$ cat src/rtl/rr_arb8_if.sv
`default_nettype none
// =============================================================================
// Module      : rr_arb8_if
// Description : Request/grant bundle between eight requesters and rr_arb8.
// Revision    : 1.0 - initial release
// =============================================================================
interface rr_arb8_if;
    logic [7:0] req;
    logic       done;
    logic [7:0] gnt;
    logic [2:0] sel;
    logic       valid;
    logic       timeout;
    logic [2:0] ptr;

    // Requester side: raises requests and signals release.
    modport master (
        output req,
        output done,
        input  gnt,
        input  sel,
        input  valid,
        input  timeout,
        input  ptr
    );

    // Arbiter side.
    modport slave (
        input  req,
        input  done,
        output gnt,
        output sel,
        output valid,
        output timeout,
        output ptr
    );
endinterface
`default_nettype wire

$ cat src/rtl/rr_arb8.sv
`default_nettype none
// =============================================================================
// Module      : rr_arb8
// Description : Round-robin arbiter for an 8:1 mux; registered one-hot grant,
//               binary select, valid, and MAXHOLD-bounded hold time.
//               Optional: define ARB8_HIPRI_EN to make requester 0 high priority.
// Revision    : 1.0 - initial release
// =============================================================================
module rr_arb8 #(
    parameter int MAXHOLD = 16,
    parameter int CW      = 8
) (
    input  wire logic clk,
    input  wire logic rst,
    rr_arb8_if.slave  bus
);

    localparam logic [0:0]    c_idle     = 1'b0;
    localparam logic [0:0]    c_grant    = 1'b1;
    localparam logic [CW-1:0] c_last_cnt = CW'(MAXHOLD - 1);

    logic [0:0]    r_state;
    logic [7:0]    r_gnt;
    logic [2:0]    r_sel;
    logic          r_valid;
    logic          r_timeout;
    logic [2:0]    r_ptr;
    logic [CW-1:0] r_cnt;

    logic [7:0]    w_rot;
    logic [2:0]    w_off;
    logic [2:0]    w_win;
    logic          w_withdraw;
    logic          w_expire;
    logic          w_release;
    logic          w_forced;

    // Rotate requests so bit 0 is the pointer position, then take the lowest set bit.
    always_comb begin
        w_rot = 8'({bus.req, bus.req} >> r_ptr);
        w_off = 3'd0;
        for (int i = 7; i >= 0; i--) begin
            if (w_rot[i]) begin
                w_off = 3'(i);
            end
        end
        w_win = r_ptr + w_off;
`ifdef ARB8_HIPRI_EN
        if (bus.req[0]) begin
            w_win = 3'd0;
        end
`endif
    end

    always_comb begin
        w_withdraw = ~bus.req[r_sel];
        w_expire   = (r_cnt == c_last_cnt);
        w_release  = bus.done | w_withdraw | w_expire;
        w_forced   = w_expire & ~bus.done & ~w_withdraw;
    end

    always_ff @(posedge clk) begin
        if (rst) begin
            r_state   <= c_idle;
            r_gnt     <= 8'd0;
            r_sel     <= 3'd0;
            r_valid   <= 1'b0;
            r_timeout <= 1'b0;
            r_ptr     <= 3'd0;
            r_cnt     <= '0;
        end else begin
            r_timeout <= 1'b0;
            case (r_state)
                c_idle: begin
                    if (|bus.req) begin
                        r_gnt   <= 8'd1 << w_win;
                        r_sel   <= w_win;
                        r_valid <= 1'b1;
                        r_cnt   <= '0;
                        r_state <= c_grant;
                    end
                end
                c_grant: begin
                    if (w_release) begin
                        r_gnt     <= 8'd0;
                        r_valid   <= 1'b0;
                        r_timeout <= w_forced;
                        r_state   <= c_idle;
`ifdef ARB8_HIPRI_EN
                        // A channel-0 grant leaves the low-priority rotation untouched.
                        if (r_sel != 3'd0) begin
                            r_ptr <= r_sel + 3'd1;
                        end
`else
                        r_ptr <= r_sel + 3'd1;
`endif
                    end else begin
                        r_cnt <= r_cnt + CW'(1);
                    end
                end
                default: begin
                    r_state <= c_idle;
                end
            endcase
        end
    end

    assign bus.gnt     = r_gnt;
    assign bus.sel     = r_sel;
    assign bus.valid   = r_valid;
    assign bus.timeout = r_timeout;
    assign bus.ptr     = r_ptr;

endmodule
`default_nettype wire

$ cat src/flat_wrapper.sv
// flat-port wrapper written by rule: the top's interface ports become plain ports
module rr_arb8_flat 
#(
    parameter int MAXHOLD = 16,
    parameter int CW      = 8
)
  (clk, rst, bus_req, bus_done, bus_gnt, bus_sel, bus_valid, bus_timeout, bus_ptr);
  rr_arb8_if bus_i ();
  input  wire logic clk;
  input  wire logic rst;
  input wire logic [$bits(bus_i.req)-1:0] bus_req;
  input wire logic [$bits(bus_i.done)-1:0] bus_done;
  output wire logic [$bits(bus_i.gnt)-1:0] bus_gnt;
  output wire logic [$bits(bus_i.sel)-1:0] bus_sel;
  output wire logic [$bits(bus_i.valid)-1:0] bus_valid;
  output wire logic [$bits(bus_i.timeout)-1:0] bus_timeout;
  output wire logic [$bits(bus_i.ptr)-1:0] bus_ptr;
  assign bus_i.req = bus_req;
  assign bus_i.done = bus_done;
  assign bus_gnt = bus_i.gnt;
  assign bus_sel = bus_i.sel;
  assign bus_valid = bus_i.valid;
  assign bus_timeout = bus_i.timeout;
  assign bus_ptr = bus_i.ptr;
  rr_arb8 #(.MAXHOLD(MAXHOLD), .CW(CW)) u_core (.clk(clk), .rst(rst), .bus(bus_i));
endmodule
$ cat config.mk
export PLATFORM = sky130hd
export DESIGN_NAME = rr_arb8_flat
export DESIGN_NICKNAME = d
export VERILOG_FILES = /design/src/rtl/rr_arb8_if.sv /design/src/rtl/rr_arb8.sv /design/src/flat_wrapper.sv
export SDC_FILE = /design/constraint.sdc
export NUM_CORES = 1
export LEC_CHECK = 0
export ABC_AREA = 0
export ABC_CLOCK_PERIOD_IN_PS = 2800
export CORE_MARGIN = 8
export CORE_UTILIZATION = 35
export CTS_CLUSTER_SIZE = 8
export DETAILED_ROUTE_END_ITERATION = 8
export PLACE_DENSITY = 0.55
export SETUP_SLACK_MARGIN = 0.02
export SLEW_MARGIN = 20
export SYNTH_ARGS = -nofsm -noshare
export SYNTH_HDL_FRONTEND = slang
export SYNTH_SLANG_ARGS = --single-unit
$ cat constraint.sdc
create_clock -name clk -period 2.8 [get_ports clk]
set_input_delay 0.56 -clock clk [delete_from_list [all_inputs] [get_ports clk]]
set_output_delay 0.56 -clock clk [all_outputs]
set_load 0.02 [all_outputs]
**Word level (Yosys, flattened, before mapping)**

Index checks and enable logic that the tools add are counted.
W data, S select, Z words.

- Register bits: 25
- Output and inout port bits: 16

- Shift-type cells: 2
- Add/subtract/negate cells: 3
- Reduce and logical (&&, ||, !) cells: 6
- Bitwise operators: 8
- Magnitude comparators: 1
- Muxes and demuxes: 22
- Eq/ne operators: 4

Operator list:

| kind | number |
|---|---|
| $mux W8 | 4 |
| $pmux W8 S2 | 2 |
| $mux W3 | 8 |
| $shr A16 B3 Y8 | 1 |
| $add A8 B1 Y8 const B | 1 |
| $eq A8 B4 Y1 const B | 1 |
| $reduce_and A2 Y1 | 4 |
| $reduce_or A8 Y1 | 1 |
| $shl A1 B3 Y8 const A | 1 |
| $mux W1 | 5 |
| $lt A3 B4 Y1 const B | 1 |
| $ne A2 B2 Y1 const B | 2 |
| $not A1 Y1 | 4 |
| $pmux W1 S2 | 2 |
| $add A3 B1 Y3 const B | 1 |
| $add A3 B3 Y3 | 1 |
| $bmux W1 S3 | 1 |
| $reduce_or A3 Y1 | 1 |
| $and A1 B1 Y1 | 2 |
| $ne A2 B1 Y1 const B | 1 |
| $or A1 B1 Y1 | 2 |

**Depth between registers and ports, before layout**

- Word-level depth: 13
- Depth in mapped cells: 17
- Mapped depth without buffers: 13

**Least setup slack after synthesis**

No wires, ideal clock.

- Path kind: reg2reg
- Start point: reg u_core.r_ptr[1] (netlist: u_core.bus.ptr[1])
- End point: reg u_core.r_gnt[2] (netlist: u_core.bus.gnt[2])
- Arrival: 3.192 ns
- Setup slack: -0.452 ns
- Stages on the path, launching flop included: 16
- Required time: 2.740 ns
- Setup time: 0.060 ns
- Clock period less this slack: 3.252 ns
- Cells stage by stage: dfxtp_1 buf_6 buf_6 buf_2 buf_2 mux2i_1 inv_1 a221oi_1 o21ai_0 o211ai_1 o21ai_0 ha_1 inv_1 fa_1 nor4_1 a22o_1

- Cells in the longest elaborated chain, start to end: 13

Ends and longest elaborated chain:

| item | RTL line | source |
|---|---|---|
| start, declared | rr_arb8.sv:27 | `logic [2:0] r_ptr;` |
| start signal, assigned | rr_arb8.sv:95 | `r_ptr <= r_sel + 3'd1;` |
| $shr A16 B3 Y8 | rr_arb8.sv:40 | `w_rot = 8'({bus.req, bus.req} >> r_ptr);` |
| $mux W3 (8 in a row) | rr_arb8.sv:43 | `if (w_rot[i]) begin` |
| $add A3 B3 Y3 (*) | rr_arb8.sv:47 | `w_win = r_ptr + w_off;` |
| $shl A1 B3 Y8 (*) | rr_arb8.sv:76 | `r_gnt <= 8'd1 << w_win;` |
| $mux W8 (*) | rr_arb8.sv:75 | `if (\|bus.req) begin` |
| $pmux W8 S2 (*) | rr_arb8.sv:73 | `case (r_state)` |
| end signal, assigned | rr_arb8.sv:76 |  |
| end, declared | rr_arb8.sv:23 | `logic [7:0] r_gnt;` |

Mark *: on every way between the ends. The rest lies on a longest branch, timed or not. The select of a mux whose other input is x is not followed.
A chain may end at the register's enable or synchronous reset.

**Worst setup path in the final report**

- Start point: reg u_core.r_ptr[2] (netlist: u_core.bus.ptr[2])
- End point: reg u_core.r_gnt[1] (netlist: u_core.bus.gnt[1])

The elaborated chain is that of the path after synthesis.

==> results.md <==
- Post-synth EDFFs: 0
- Non-filler cells, final: 352
- P&R area growth vs syn: 43.4%
- Final Hold Vio Count: 0
- DPL Wire Length: 3900 um
- Min Tclk post-route: 2.84 ns
- Vias/cell: 5.39
- Num CTS Buffers: 3
- R2R cell count: 13
- Core Area: 0.00514 mm^2
- # rows: 26
- Routability Congestion: 0.880
- Crit start category: flop
- Htree depth: 1
- Crit Path Max Fanout: 6
- Max Slew Vio Count: 0
- DRT Wirelength: 5260 um
- Top-area cell type share of the netlist area: 0.268
- Pwr Total: 1.46 mW
- Initial Util: 0.364
- Setup CP Type: reg -> reg
- Grt total ovfl: 0
- Share of cells above drive strength 1: 0.344
- Placed Instances: 343
- # fillers: 515
- DIE HEIGHT: 89.1 um
- Via Count: 1,897
- First-pass GRT wire length: 8870 um
- CTS tree: done
- Port bufs: 26
- Crit path required time: 2.97 ns
- CTS Buffer Depth: 2
- Hold buffers post-CTS: 0
- Seq/Total Area, Yosys: 0.268
- Largest cells by area after synthesis: dfxtp_1, mux2i_1, nor2_1
- Synth Warn #: 0
- Yosys cell types: 49
- # IOs: 27
- Cell with the most instances after synthesis: nor2_1
- Largest net degree at the start of global routing: 20
- Slew HR: 0.657
- Post-layout nets: 298
- Tcrit/Tclk final: 1.02
- Synth cell count leaders: nor2_1, dfxtp_1, buf_2
- Initial antenna violation count: 0
- Avg WL per Cell: 14.9 um
- Diodes inserted: 0
- Status: finished with violations
- RSZ-0062 raised after global routing: true
- Worst Skew: 0.00861 ns
- Root buffer cell: clkbuf_8
- GR Util All Layers: 0.138
- Hold path cells: 2
- Predominant post-synthesis flop cell: dfxtp_1
- Post-synth ARST share: 0
- Register clock-pin slew on the reported worst setup and hold paths: 0.09 ns
- Die area: 0.00794 mm^2
- Yosys reg bits: 25
- CP Capture Type: flop
- Sum Neg Setup Slack: -0.0861 ns
- Fmax: 352 MHz
- WP data arrival: 3.01 ns
- Pwr Density: 545 mW/mm^2
- DP Area: 0.00248 mm^2
- Routed Antenna Nets: 0
- Leakage power: 0.988 nW
- Worst Hold Class: reg -> reg
- Syn Area/Cell: 8.35 um^2
- Setup violations, final: 4
- Failing checks: setup timing
- Iter 0 DRT Violations: 94
- Max-cap violations: 0
- Clk Latency, worst-skew pair: 0.27 ns
- Remaining DRCs: 0
- Syn_nets: 239
- Die width: 89.1 um
- CTS sink count: 25
- Final instance area: 0.00268 mm^2
- Drt pass-1 iters: 4
- Worst vdd ir: 0.246 mV
- Number of global-route vias before repair: 1,881
- Cell taking the most area after synthesis: dfxtp_1
- Post-synthesis cell count: 224
- Synthesized area: 0.00187 mm^2
- Hold slack: 0.446 ns
- Final setup margin: -0.0449 ns
- Tightest Pin Transition: 0.513 ns
-- per-layer routing --
layer,track usage,part of all wire
met1,0.185,0.45
met2,0.228,0.48
met3,0.0285,0.058
met4,0.0136,0.0059
met5,0,0
-- cell families (layout without fill, tap and decap cells) --
logic type	Yosys count	count (layout)	share of synthesized area
mux	24	24	0.153
flops	25	25	0.268
xor+xnor	9	9	0.0421
simple gates	85	85	0.232
compound gates	50	50	0.201
buf+inv	27	85	0.0729
fa+ha+maj	4	4	0.0308
-- critical path, cell delays in order, from the launching register on --
cell	delay (ns)
dfxtp_4	0.40
buf_6	0.13
mux2_4	0.32
nor2_4	0.09
o22ai_2	0.08
a221oi_2	0.25
o21ai_1	0.12
o211ai_1	0.16
o21ai_1	0.10
ha_2	0.18
inv_2	0.06
fa_2	0.48
and3_4	0.18
a22o_1	0.18
-- layout make-up --
cell class | count | area, um^2 | share of cell area
clock buffer | 4 | 45.0 | 0.0168
inverter | 6 | 22.5 | 0.00840
multi-input combinational | 172 | 1360 | 0.506
sequential | 25 | 508 | 0.189
tap | 70 | 87.6 | 0.0326
timing repair buffer | 75 | 662 | 0.247
-- cell usage in the layout, fill, tap and decap left out, types with 6 or more instances in the layout --
master | netlist | routed
mux2i_1 | 14 | 12
nor2b_1 | 8 | 8
clkdlybuf4s50_1 | 0 | 18
nor3_1 | 9 | 9
buf_4 | 0 | 43
a22o_1 | 6 | 6
a21oi_1 | 8 | 7
clkdlybuf4s15_2 | 0 | 6
dfxtp_1 | 25 | 23
nand2_1 | 13 | 13
nor2_1 | 28 | 25
-- repair_timing --
item,in CTS,in global routing
buffers inserted,5,2
gates resized for setup,44,9
pin swaps,12,7
endpoints found under the setup margin,10,10
-- report_power, final --
part	switching, mW	internal, mW
Combinational	0.399	0.409
Clock	0.110	0.102
Sequential	0.0442	0.397
Total	0.554	0.908
-- final timing paths --
kind / start / end / slack, ns
setup / recovery: u_core.bus.ptr[2]$_SDFFE_PP0P_ / u_core.bus.gnt[1]$_SDFFE_PP0P_ / -0.04
hold / removal: u_core.bus.gnt[0]$_SDFFE_PP0P_ / u_core.bus.gnt[0]$_SDFFE_PP0P_ / 0.45
setup reg to reg: u_core.bus.ptr[2]$_SDFFE_PP0P_ / u_core.bus.gnt[1]$_SDFFE_PP0P_ / -0.04
hold reg to reg: u_core.bus.gnt[0]$_SDFFE_PP0P_ / u_core.bus.gnt[0]$_SDFFE_PP0P_ / 0.45
-- registers in the layout, indices dropped and copies added (netlist names) --
signal and flops:
u_core.bus.gnt 8, u_core.r_cnt 8, u_core.r_state 1, u_core.bus.valid 1, u_core.bus.ptr 3, u_core.bus.sel 3, u_core.bus.timeout 1
-- stage by stage --
step	util	worst slack, ns
detailed placement	0.482	-0.753
finish	0.522	-0.0449
floorplan	-	-0.104
CTS	0.513	-0.00473
global route	0.522	-0.194
global placement	0.482	-0.731
No activity file was read; power rests on OpenSTA's default activity.
==> variant (same flow settings) <==
`CW` is set to 8 in 2 places; all go to 12.
--- a/src/rtl/rr_arb8.sv
+++ b/src/rtl/rr_arb8.sv
@@ -8,7 +8,7 @@
 // =============================================================================
 module rr_arb8 #(
     parameter int MAXHOLD = 16,
-    parameter int CW      = 8
+    parameter int CW      = 12
 ) (
     input  wire logic clk,
     input  wire logic rst,
--- a/src/flat_wrapper.sv
+++ b/src/flat_wrapper.sv
@@ -2,7 +2,7 @@
 module rr_arb8_flat 
 #(
     parameter int MAXHOLD = 16,
-    parameter int CW      = 8
+    parameter int CW      = 12
 )
   (clk, rst, bus_req, bus_done, bus_gnt, bus_sel, bus_valid, bus_timeout, bus_ptr);
   rr_arb8_if bus_i ();
Formal check against the unedited RTL: no difference found for any inputs over 10 cycles, from zero or initial values and one cycle with rst high; that may be too few to reach the edited logic, so the function may still have changed.
==> variant against the original RTL <==
  * The run still ends with negative setup slack left
  * Register-to-register slack got worse by 440 ps
  * Design area up 4.9%
  * Wire length grew 4.1%
  * Count of clock-buffer cells in the layout increased by 3
  * Sequential cell count rose by 4
  * Fmax decreased by 13%
  * Combinational power fell by 12%
  * Synthesized cell count down 1.8%
  * Non-clock buffer count grew 2
  * Area after synthesis rose by 3.4%
  * Total power rose by 7.6%
  * Setup slack got worse by 440 ps
  * Critical endpoint unchanged
  * Largest power group unchanged
==> variant: results (changes against the original RTL) <==
Via-to-Cell Ratio=5.24 (-2.8%); Sequential Power Share=0.308 (+0.006); Global Route met1 Usage=0.171 (-0.0141); Post-synth top cells=dfxtp_1, nor2_1, nand2_1; leakage power=1.05 nW (+6.4%); Post-Syn Nets=235 (-1.7%); DR WL met3=284 um (-7.5%); routing usage on met2=0.209 (-0.0197); layout cells sized above 1=0.325 (-0.0185); xor/xnor cell area share of the yosys netlist=0.0492 (+0.00702); GP Congestion=0.821 (-6.7%); met2 wire len=2.39 mm (-5.7%); Iteration-0 DRC Markers=108 (+15%); Post-Place Cells=358 (+4.4%); multiplexer share of the synthesized area=0.170 (+0.0169); CTS buffer count=5 (+2); Avg Inst Size Synth=8.79 um2 (+5.3%); all-layer global routing usage=0.133 (-0.00512); largest net degree at the start of global routing=13 (-35%); Adder-Cell Fraction of Synth Area=0.0298 (-0.00102); routed len/inst=14.9 um (-0.13%); FILL cells=512 (-0.58%); WL met1=2.69 mm (+13%); Comb group=0.710 mW (-12%); Worst-path clk slew=60 ps (-30 ps); failing checks=negative setup slack; Synth cell types=53 (+8.2%); global-route wire length before repair=9.05 mm (+2.0%); Slew Viols, Final=0 (unchanged); post-CTS sizing=30 (-32%); compound-cell area share of the yosys netlist=0.176 (-0.0254); status=complete, but fails checks; sequential fraction of the synthesis area=0.300 (+0.0326); Nets=309 (+3.7%); placed wire-length estimate=4.10 mm (+5.0%); Max IR drop VDD=333 uV (+36%); final std cells w/o fill=367 (+4.3%); Final WS setup=-485 ps (-440 ps); P_sw=0.531 mW (-4.0%); Setup WS pre-CTS=-1060 ps (-305 ps); Slew @ Worst Pin=483 ps (-29.9 ps); postcts setup bufs=1 (-4); final setup fails=10 (+6); M3 GR Usage=0.0324 (+0.00393)
variant: cell count changes after synthesis, sizes merged, moves of 3 or more:
cell	delta
a22o	-3
mux2i	-4
xnor2	+3
nor2b	-5
dfxtp	+4
a22oi	-4
o2bb2ai	+3
mux4	+3
clkbuf	+3
buf	-14
variant: cell type report:
type | count | area (um2) | share of cell area
clock inverters | 1 | 5.00 | 0.00178
well taps | 72 | 90.1 | 0.0320
clock buffers | 7 | 96.3 | 0.0342
repair buffers | 77 | 656 | 0.233
multi-input cells | 174 | 1360 | 0.482
inverters | 7 | 26.3 | 0.00934
flip-flops and latches | 29 | 584 | 0.208
variant: path summary, 6_finish.rpt:
| path | startpoint | endpoint | slack, ps | cells after the start |
|---|---|---|---|---|
| max | bus_req[4] | u_core.bus.gnt[1] | -490 | 12 |
| max reg2reg | u_core.bus.ptr[1] | u_core.bus.gnt[1] | -480 | 11 |
| min | u_core.bus.gnt[5] | u_core.bus.gnt[5] | 460 | 1 |
| min reg2reg | u_core.bus.gnt[5] | u_core.bus.gnt[5] | 460 | 1 |
variant: stage by stage:
| stage | TNS [ps] | cell area, um2 | total power, mW | util | hold WS, ps |
|---|---|---|---|---|---|
| after floorplan | -4490 | 1980 | 0.885 | - | 458 |
| after global placement | -11490 | 2640 | 1.16 | 0.485 | 457 |
| after detailed placement | -11320 | 2640 | 1.16 | 0.485 | 453 |
| after CTS | -4000 | 2780 | 1.56 | 0.510 | 465 |
| after global routing | -5460 | 2810 | 1.67 | 0.517 | 480 |
| final | -4230 | 2810 | 1.57 | 0.517 | 462 |
variant: critical path, delay by kind of cell:
| family | cells | cell delay, ps |
|---|---|---|
| compound gates | 3 | 800 |
| mux | 2 | 750 |
| fa+ha+maj | 2 | 680 |
| simple gates | 3 | 410 |
| buf+inv | 2 | 260 |
